===== src/rtl/kb_pkg.sv =====
// rtl/kb_pkg.sv - shared constants and types for the keyboard event path
//
// Purpose: scancode constants, decoder state encoding and queue entry width
// shared by kb_key_sequencer and kb_event_fifo users.
// Ports: none (package).

package kb_pkg;

  localparam logic [7:0] SC_BREAK      = 8'hF0;
  localparam logic [7:0] SC_EXT        = 8'hE0;
  localparam logic [7:0] SC_LSHIFT     = 8'h12;
  localparam logic [7:0] SC_RSHIFT     = 8'h59;
  localparam logic [7:0] SC_CAPS       = 8'h58;
  // Bytes at or above this value (other than E0/F0) are receiver/protocol
  // chatter (AA, FA, FE, EE, E1) rather than key codes.
  localparam logic [7:0] SC_IGNORE_MIN = 8'h84;

  // Queue entry layout: {shift, capslock, scancode[7:0]}
  localparam int ENTRY_W = 10;

  typedef enum logic [1:0] {
    ST_IDLE    = 2'd0,
    ST_BRK     = 2'd1,
    ST_EXT     = 2'd2,
    ST_EXT_BRK = 2'd3
  } kb_state_e;

endpackage


===== src/rtl/kb_event_fifo.sv =====
// rtl/kb_event_fifo.sv - small synchronous FIFO for keyboard events
//
// Purpose: DEPTH x WIDTH queue with registered storage and no fall-through.
// A push while full is accepted only if a pop happens in the same cycle;
// otherwise it is silently dropped (the caller flags overflow).
// Ports:
//   clk         - clock, rising edge
//   rst_n_i     - asynchronous active-low reset, empties the queue
//   push_i      - write push_data_i at the tail
//   push_data_i - entry to write
//   pop_i       - consume the head entry (ignored when empty)
//   pop_data_o  - head entry, zero while empty
//   full_o      - DEPTH entries held
//   empty_o     - no entries held
//   count_o     - occupancy 0..DEPTH

module kb_event_fifo #(
  parameter int DEPTH = 4,
  parameter int WIDTH = 10
) (
  input  logic                     clk,
  input  logic                     rst_n_i,
  input  logic                     push_i,
  input  logic [WIDTH-1:0]         push_data_i,
  input  logic                     pop_i,
  output logic [WIDTH-1:0]         pop_data_o,
  output logic                     full_o,
  output logic                     empty_o,
  output logic [$clog2(DEPTH):0]   count_o
);

  localparam int PW = $clog2(DEPTH);

  logic [WIDTH-1:0] mem_q [DEPTH];
  logic [PW-1:0]    wr_ptr_q, wr_ptr_d;
  logic [PW-1:0]    rd_ptr_q, rd_ptr_d;
  logic [PW:0]      count_q, count_d;
  logic             do_push, do_pop;

  assign empty_o = (count_q == '0);
  assign full_o  = (count_q == (PW+1)'(DEPTH));
  assign count_o = count_q;

  // Full + simultaneous pop frees a slot, so the push is still taken.
  assign do_pop  = pop_i && !empty_o;
  assign do_push = push_i && (!full_o || do_pop);

  // Head is gated so an empty queue presents all zeros, not stale data.
  assign pop_data_o = empty_o ? '0 : mem_q[rd_ptr_q];

  always_comb begin
    wr_ptr_d = wr_ptr_q;
    rd_ptr_d = rd_ptr_q;
    count_d  = count_q;
    // Power-of-two depth: pointers wrap by natural overflow.
    if (do_push) wr_ptr_d = wr_ptr_q + 1'b1;
    if (do_pop)  rd_ptr_d = rd_ptr_q + 1'b1;
    case ({do_push, do_pop})
      2'b10:   count_d = count_q + 1'b1;
      2'b01:   count_d = count_q - 1'b1;
      default: count_d = count_q;
    endcase
  end

  always_ff @(posedge clk or negedge rst_n_i) begin
    if (!rst_n_i) begin
      wr_ptr_q <= '0;
      rd_ptr_q <= '0;
      count_q  <= '0;
    end else begin
      wr_ptr_q <= wr_ptr_d;
      rd_ptr_q <= rd_ptr_d;
      count_q  <= count_d;
    end
  end

  always_ff @(posedge clk) begin
    if (do_push) mem_q[wr_ptr_q] <= push_data_i;
  end

endmodule


===== src/rtl/kb_key_sequencer.sv =====
// rtl/kb_key_sequencer.sv - PS/2 scancode decoder, modifier tracker, make queue
//
// Purpose: decodes make / F0 break / E0 extended sequences, tracks shift and
// capslock, and queues printable make codes tagged with the modifier state
// seen before the byte arrived.
// Ports:
//   clk              - clock, rising edge
//   i_rst_n          - asynchronous active-low reset
//   i_scancode       - byte from PS/2 receiver
//   i_scancode_valid - one-cycle strobe qualifying i_scancode
//   i_ready          - translator accepts head entry
//   i_ovf_clr        - clears o_overflow
//   o_valid          - queue non-empty
//   o_scancode       - head scancode
//   o_shift          - head shift tag
//   o_capslock       - head capslock tag
//   o_shift_held     - live left|right shift
//   o_capslock_on    - live capslock toggle
//   o_count          - queue occupancy
//   o_overflow       - sticky: a make was dropped on a full queue

module kb_key_sequencer
  import kb_pkg::*;
#(
  parameter int DEPTH   = 4,
  parameter int TIMEOUT = 65536
) (
  input  logic                   clk,
  input  logic                   i_rst_n,
  input  logic [7:0]             i_scancode,
  input  logic                   i_scancode_valid,
  input  logic                   i_ready,
  input  logic                   i_ovf_clr,
  output logic                   o_valid,
  output logic [7:0]             o_scancode,
  output logic                   o_shift,
  output logic                   o_capslock,
  output logic                   o_shift_held,
  output logic                   o_capslock_on,
  output logic [$clog2(DEPTH):0] o_count,
  output logic                   o_overflow
);

  localparam int                TMO_W    = $clog2(TIMEOUT) + 1;
  localparam logic [TMO_W-1:0]  TMO_LAST = TMO_W'(TIMEOUT - 1);

  kb_state_e        state_q, state_d;
  logic             lshift_q, lshift_d;
  logic             rshift_q, rshift_d;
  logic             caps_held_q, caps_held_d;
  logic             caps_on_q, caps_on_d;
  logic             ovf_q, ovf_d;
  logic [TMO_W-1:0] tmo_q, tmo_d;

  logic               push;
  logic               pop;
  logic               full;
  logic               empty;
  logic [ENTRY_W-1:0] push_data;
  logic [ENTRY_W-1:0] head;

  assign o_shift_held  = lshift_q | rshift_q;
  assign o_capslock_on = caps_on_q;
  assign o_valid       = !empty;
  assign o_scancode    = head[7:0];
  assign o_capslock    = head[8];
  assign o_shift       = head[9];
  assign o_overflow    = ovf_q;
  assign pop           = o_valid && i_ready;

  // Tag uses registered modifiers, i.e. the state before this byte.
  assign push_data = {lshift_q | rshift_q, caps_on_q, i_scancode};

  always_comb begin
    state_d     = state_q;
    lshift_d    = lshift_q;
    rshift_d    = rshift_q;
    caps_held_d = caps_held_q;
    caps_on_d   = caps_on_q;
    tmo_d       = '0;
    push        = 1'b0;

    if (i_scancode_valid) begin
      if (i_scancode == SC_EXT) begin
        state_d = ST_EXT;
      end else if (i_scancode == SC_BREAK) begin
        state_d = (state_q == ST_IDLE || state_q == ST_BRK) ? ST_BRK : ST_EXT_BRK;
      end else if (i_scancode >= SC_IGNORE_MIN) begin
        state_d = state_q;
      end else begin
        case (state_q)
          ST_IDLE: begin
            if (i_scancode == SC_LSHIFT) begin
              lshift_d = 1'b1;
            end else if (i_scancode == SC_RSHIFT) begin
              rshift_d = 1'b1;
            end else if (i_scancode == SC_CAPS) begin
              // Typematic repeats of caps must not re-toggle.
              if (!caps_held_q) begin
                caps_on_d   = !caps_on_q;
                caps_held_d = 1'b1;
              end
            end else begin
              push = 1'b1;
            end
          end
          ST_BRK: begin
            if (i_scancode == SC_LSHIFT) lshift_d    = 1'b0;
            if (i_scancode == SC_RSHIFT) rshift_d    = 1'b0;
            if (i_scancode == SC_CAPS)   caps_held_d = 1'b0;
            state_d = ST_IDLE;
          end
          default: begin
            // Extended make/break (incl. fake shift E0 12): discarded.
            state_d = ST_IDLE;
          end
        endcase
      end
    end else if (state_q != ST_IDLE) begin
      if (tmo_q == TMO_LAST) begin
        state_d = ST_IDLE;
      end else begin
        tmo_d = tmo_q + 1'b1;
      end
    end
  end

  // Set beats clear when both happen in one cycle.
  always_comb begin
    ovf_d = ovf_q;
    if (i_ovf_clr) ovf_d = 1'b0;
    if (push && full && !pop) ovf_d = 1'b1;
  end

  always_ff @(posedge clk or negedge i_rst_n) begin
    if (!i_rst_n) begin
      state_q     <= ST_IDLE;
      lshift_q    <= 1'b0;
      rshift_q    <= 1'b0;
      caps_held_q <= 1'b0;
      caps_on_q   <= 1'b0;
      ovf_q       <= 1'b0;
      tmo_q       <= '0;
    end else begin
      state_q     <= state_d;
      lshift_q    <= lshift_d;
      rshift_q    <= rshift_d;
      caps_held_q <= caps_held_d;
      caps_on_q   <= caps_on_d;
      ovf_q       <= ovf_d;
      tmo_q       <= tmo_d;
    end
  end

  kb_event_fifo #(
    .DEPTH (DEPTH),
    .WIDTH (ENTRY_W)
  ) u_fifo (
    .clk         (clk),
    .rst_n_i     (i_rst_n),
    .push_i      (push),
    .push_data_i (push_data),
    .pop_i       (pop),
    .pop_data_o  (head),
    .full_o      (full),
    .empty_o     (empty),
    .count_o     (o_count)
  );

endmodule


===== config.mk =====
export PLATFORM = sky130hd
export DESIGN_NAME = kb_key_sequencer
export DESIGN_NICKNAME = d
export VERILOG_FILES = /design/src/rtl/kb_pkg.sv /design/src/rtl/kb_event_fifo.sv /design/src/rtl/kb_key_sequencer.sv
export SDC_FILE = /design/constraint.sdc
export NUM_CORES = 1
export LEC_CHECK = 0
export CAP_MARGIN = 40
export CELL_PAD_IN_SITES_DETAIL_PLACEMENT = 1
export CELL_PAD_IN_SITES_GLOBAL_PLACEMENT = 1
export CORE_MARGIN = 2
export CORE_UTILIZATION = 40
export CTS_CLUSTER_DIAMETER = 80
export DETAILED_ROUTE_END_ITERATION = 10
export PLACE_DENSITY_LB_ADDON = 0.08
export SYNTH_ARGS = -nofsm -noshare
export SYNTH_HDL_FRONTEND = slang
export SYNTH_HIERARCHICAL = 1
export SYNTH_SLANG_ARGS = --single-unit

===== constraint.sdc =====
create_clock -name clk -period 3.5 [get_ports clk]
set_input_delay 0.525 -clock clk [delete_from_list [all_inputs] [get_ports clk]]
set_output_delay 0.525 -clock clk [all_outputs]
set_load 0.02 [all_outputs]

==> metrics list <==
- For this block, the via count after detailed routing is 2114.
* Synthesized flop and latch total: 71
* Number of buffers on the longest clock path: 2
- The mapped netlist covers 3390 µm².
* Count of mapped cells out of synthesis: 255
* Placed Cells: 389
- For met3 alone, demand over resource in global routing was 0.0298.
- Count of hold-fix buffers inserted at cts: 0
- Final instance area: 4030 µm²
* Setup TNS: 0 ns
- Primary FF master, synth: edfxtp_1
- For this run, global-route usage on met2 was measured as 0.282.
- After detailed routing, the average wire length per cell comes to 17.3 µm.
* Highest clock rate: 0.331 GHz
- The clock drives 71 sinks.
- In the finished design, the share of the clock period the worst path needs comes to 0.864.
- The largest single stage delay on the critical path is 0.59 ns.
* Worst EP required: 3.76 ns
* Horiz. Die Dim: 96.1 µm
- Of all flip-flops after synthesis, the portion carrying an async set or reset was 0.437.
* Number of antenna violations at the first check in global routing: 0
- Headroom to the max-slew limit came out at 0.643.
- The wire-length estimate of the detail-placed layout is 4930 µm.
- Counting instances in the post-synthesis netlist gives the leading cell types as edfxtp_1, dfrtp_1, nor2_1.
* Vias in the first global route: 2226
* Final setup fails: 0
* Clock Skew: 0.00474 ns
* Worst min-delay path class: reg2reg
- Net count of the mapped netlist: 274
* Total design power: 2.65 mW
* GRT overflow: 0
- In the final design database the tool counted 314 nets.
- Area of the die: 9230 µm²
* Arrival time reported for the critical path endpoint: 3.28 ns
- Sw power: 865 µW
* Area of the core region: 8220 µm²
- Most prevalent standard cell on the critical path: nand4_1
* Clock slew seen by the registers of the worst setup and hold paths: 0.08 ns
- For the pin with the worst max-slew slack, the measured transition is 0.536 ns.
- Row generation in the floorplan step produced 33 rows.
* Library cell with the largest summed area after synthesis: edfxtp_1
- Synth warnings: 6
- Switching Fraction: 0.326
* Synthesis-to-layout area growth: 18.8%
- Ant. Diodes: 0
- Met1 Track Usage GR: 0.223
- Leakage power of the design: 1.51 nW
* Critical path cell sequence: clkdlybuf4s50_1 > nor4b_4 > nand4_1 > nand4_1 > nor2_1 > nor2b_1 > nand2_1 > fa_1 > o21ba_2 > o211ai_1 > a22oi_1
- Skew-Pair Late Insertion Delay: 0.34 ns
* Total number of H-tree levels: 3
* CTS tree: built
* Run status: finished, final reports clean
- The share of total power dissipated in sequential elements is 0.409.
* Global-route wire length before repair: 11600 µm
- Share of post-route cells with drive strength above 1: 0.173
- The worst setup path is launched from a primary input.
- Placement Cell Area: 3820 µm²
- Initial core utilization: 0.413
- Non-filler cells, final: 405
- Master of the slowest instance on the critical path: clkdlybuf4s50_1
* Power density relative to cell area: 659 nW/µm²
- Library cell with the highest instance count after synthesis: edfxtp_1
- By startpoint and endpoint, the worst setup path is classified as in2reg.
- Routability-driven placement finished with a final weighted congestion of 0.768.
- The first detailed-routing pass ran for 4 iterations.
- Count of boundary I/O pins: 30
- Together, buffers and inverters on the worst path number 1.
- CTS resizes: 0
* Count of unresolved DRC violations after routing: 0
* Clock network fraction of design power: 0.251
* Final hold vios: 0
* Global route hottest layer: met2
- The number of slew-limit violations in the final report is 0.
- Measured along the y axis, the die boundary spans 96.1 µm.
- Total wirelength of the detailed-routed design: 7010 µm
* Antenna Nets Post-Route: 0
- Crit-path leading delay family: simple AND/OR/NAND/NOR gates
- The worst setup path is captured at a flop.
- Setup repair after global routing left no endpoint under its margin.
- The synthesized netlist contains 53 unique library cells.
- After the first detailed-routing iteration, the DRC count stood at 71.
- In this run the mean area of a mapped cell was 13.3 µm².
- Of the synthesized area, sequential elements account for 0.583.
- Peak ir drop on the vdd network: 0.236 mV
- CTS placed an instance of clkbuf_8 at the clock tree root.
- Counting the buffers created by CTS gives 9.
- Crit-path max FO: 8
* Leading cell types by total area after synthesis: edfxtp_1, dfrtp_1, mux4_2, xor2_1, nor2_1
- During placement, the flow inserted port buffers numbering 29.
- Via density per instance: 5.22
- Cell internal pwr: 1.79 mW
- Share of power burned in combinational logic: 0.340
- Entering global routing, the biggest net connects 32 pins.
- Overall fraction of global-route tracks in use: 0.170
- Of the post-synthesis cell area, the dominant cell type holds 0.354.
- Yosys mapped a number of flops with a built-in enable equal to 40.
- Final critical-path required period: 3.02 ns
* Max-cap viol count: 0
- Post-CTS timing repair inserted 0 buffers for setup.
## final timing paths
check,startpoint,to,slack (ns),cells past startpoint
max reg2reg,u_fifo/count_o[0]$_DFFE_PN0P_,u_fifo/count_o[1]$_DFFE_PN0P_,0.77,10
max,i_scancode[5],u_fifo/count_o[1]$_DFFE_PN0P_,0.48,11
min reg2reg,tmo_q[0]$_DFF_PN0_,tmo_q[0]$_DFF_PN0_,0.47,1
min,tmo_q[0]$_DFF_PN0_,tmo_q[0]$_DFF_PN0_,0.47,1
max in group asynchronous,i_rst_n,u_fifo/rd_ptr_q[1]$_DFFE_PN0N_,2.58,2
min in group asynchronous,i_rst_n,state_q[1]$_DFFE_PN0P_,0.60,2
## kinds of logic (layout without fill, tap and decap cells)
| group | after synthesis | count (layout) | share of synthesized area |
|---|---|---|---|
| AO/OA/AOI/OAI | 21 | 21 | 0.0483 |
| XOR/XNOR | 18 | 18 | 0.0465 |
| AND/OR/NAND/NOR | 96 | 96 | 0.177 |
| multiplexers | 15 | 15 | 0.0827 |
| adder cells (fa/ha/maj) | 6 | 6 | 0.0244 |
| buffers and inverters | 28 | 73 | 0.0376 |
| flip-flops | 71 | 71 | 0.583 |
## through the flow
step	worst slack (ns)	hold slack [ns]	utilization
global route	0.252	0.490	0.490
CTS	0.495	0.472	0.490
finish	0.476	0.466	0.490
detailed placement	0.122	0.460	0.465
floorplan	0.875	0.229	-
global placement	0.242	0.447	0.465
## sequential cells by signal (all words and copies together) (netlist names)
name / flops
u_fifo/mem_q: 40
tmo_q: 17
u_fifo/count_o: 3
state_q: 2
u_fifo/rd_ptr_q: 2
u_fifo/wr_ptr_q: 2
caps_held_q: 1
lshift_q: 1
o_capslock_on: 1
o_overflow: 1
rshift_q: 1
## layout by cell type (no fill, tap or decap), types with 2 or more instances in the layout
master,n
clkdlybuf4s50_1,29
ha_1,5
a31oi_1,2
mux2i_1,4
nor2_1,22
inv_6,3
clkbuf_8,9
nand4_1,8
xnor2_1,8
or3_1,2
a21oi_1,2
and4_1,2
nand3_1,7
and2_1,11
nand4_2,2
edfxtp_1,40
mux4_2,10
dfrtp_1,31
nor2b_1,4
clkinvlp_4,2
o21ai_0,4
nand4b_1,2
o211ai_1,2
o21ba_2,2
and3_1,4
nand3b_1,2
buf_4,9
and2_2,4
inv_1,19
nand2_1,9
nor4_1,5
xor2_1,10
nand2b_1,2
## final cells by class
cell class | instances | area [µm²]
Clock buffer | 9 | 124
Inverter | 19 | 71.3
Clock inverter | 7 | 80.1
Multi-Input combinational cell | 156 | 1290
Timing Repair Buffer | 38 | 358
Tap cell | 105 | 131
Sequential cell | 71 | 1980
Fill cell | 855 | 4190
## routing by layer
layer,part of all wire,vias to the layer above
li1,-,1008
met2,0.50,29
met4,0.020,0
met1,0.46,1066
met5,0,-
met3,0.027,11
## power groups by stage
stage	combinational, mW	clock, mW	sequential [mW]
after floorplan	0.599	0	1.07
after global placement	0.912	0	1.10
after detailed placement	0.920	0	1.11
after CTS	0.923	0.687	1.09
after global routing	0.999	0.715	1.11
final	0.903	0.667	1.08
(Power assumes the default switching activity.)
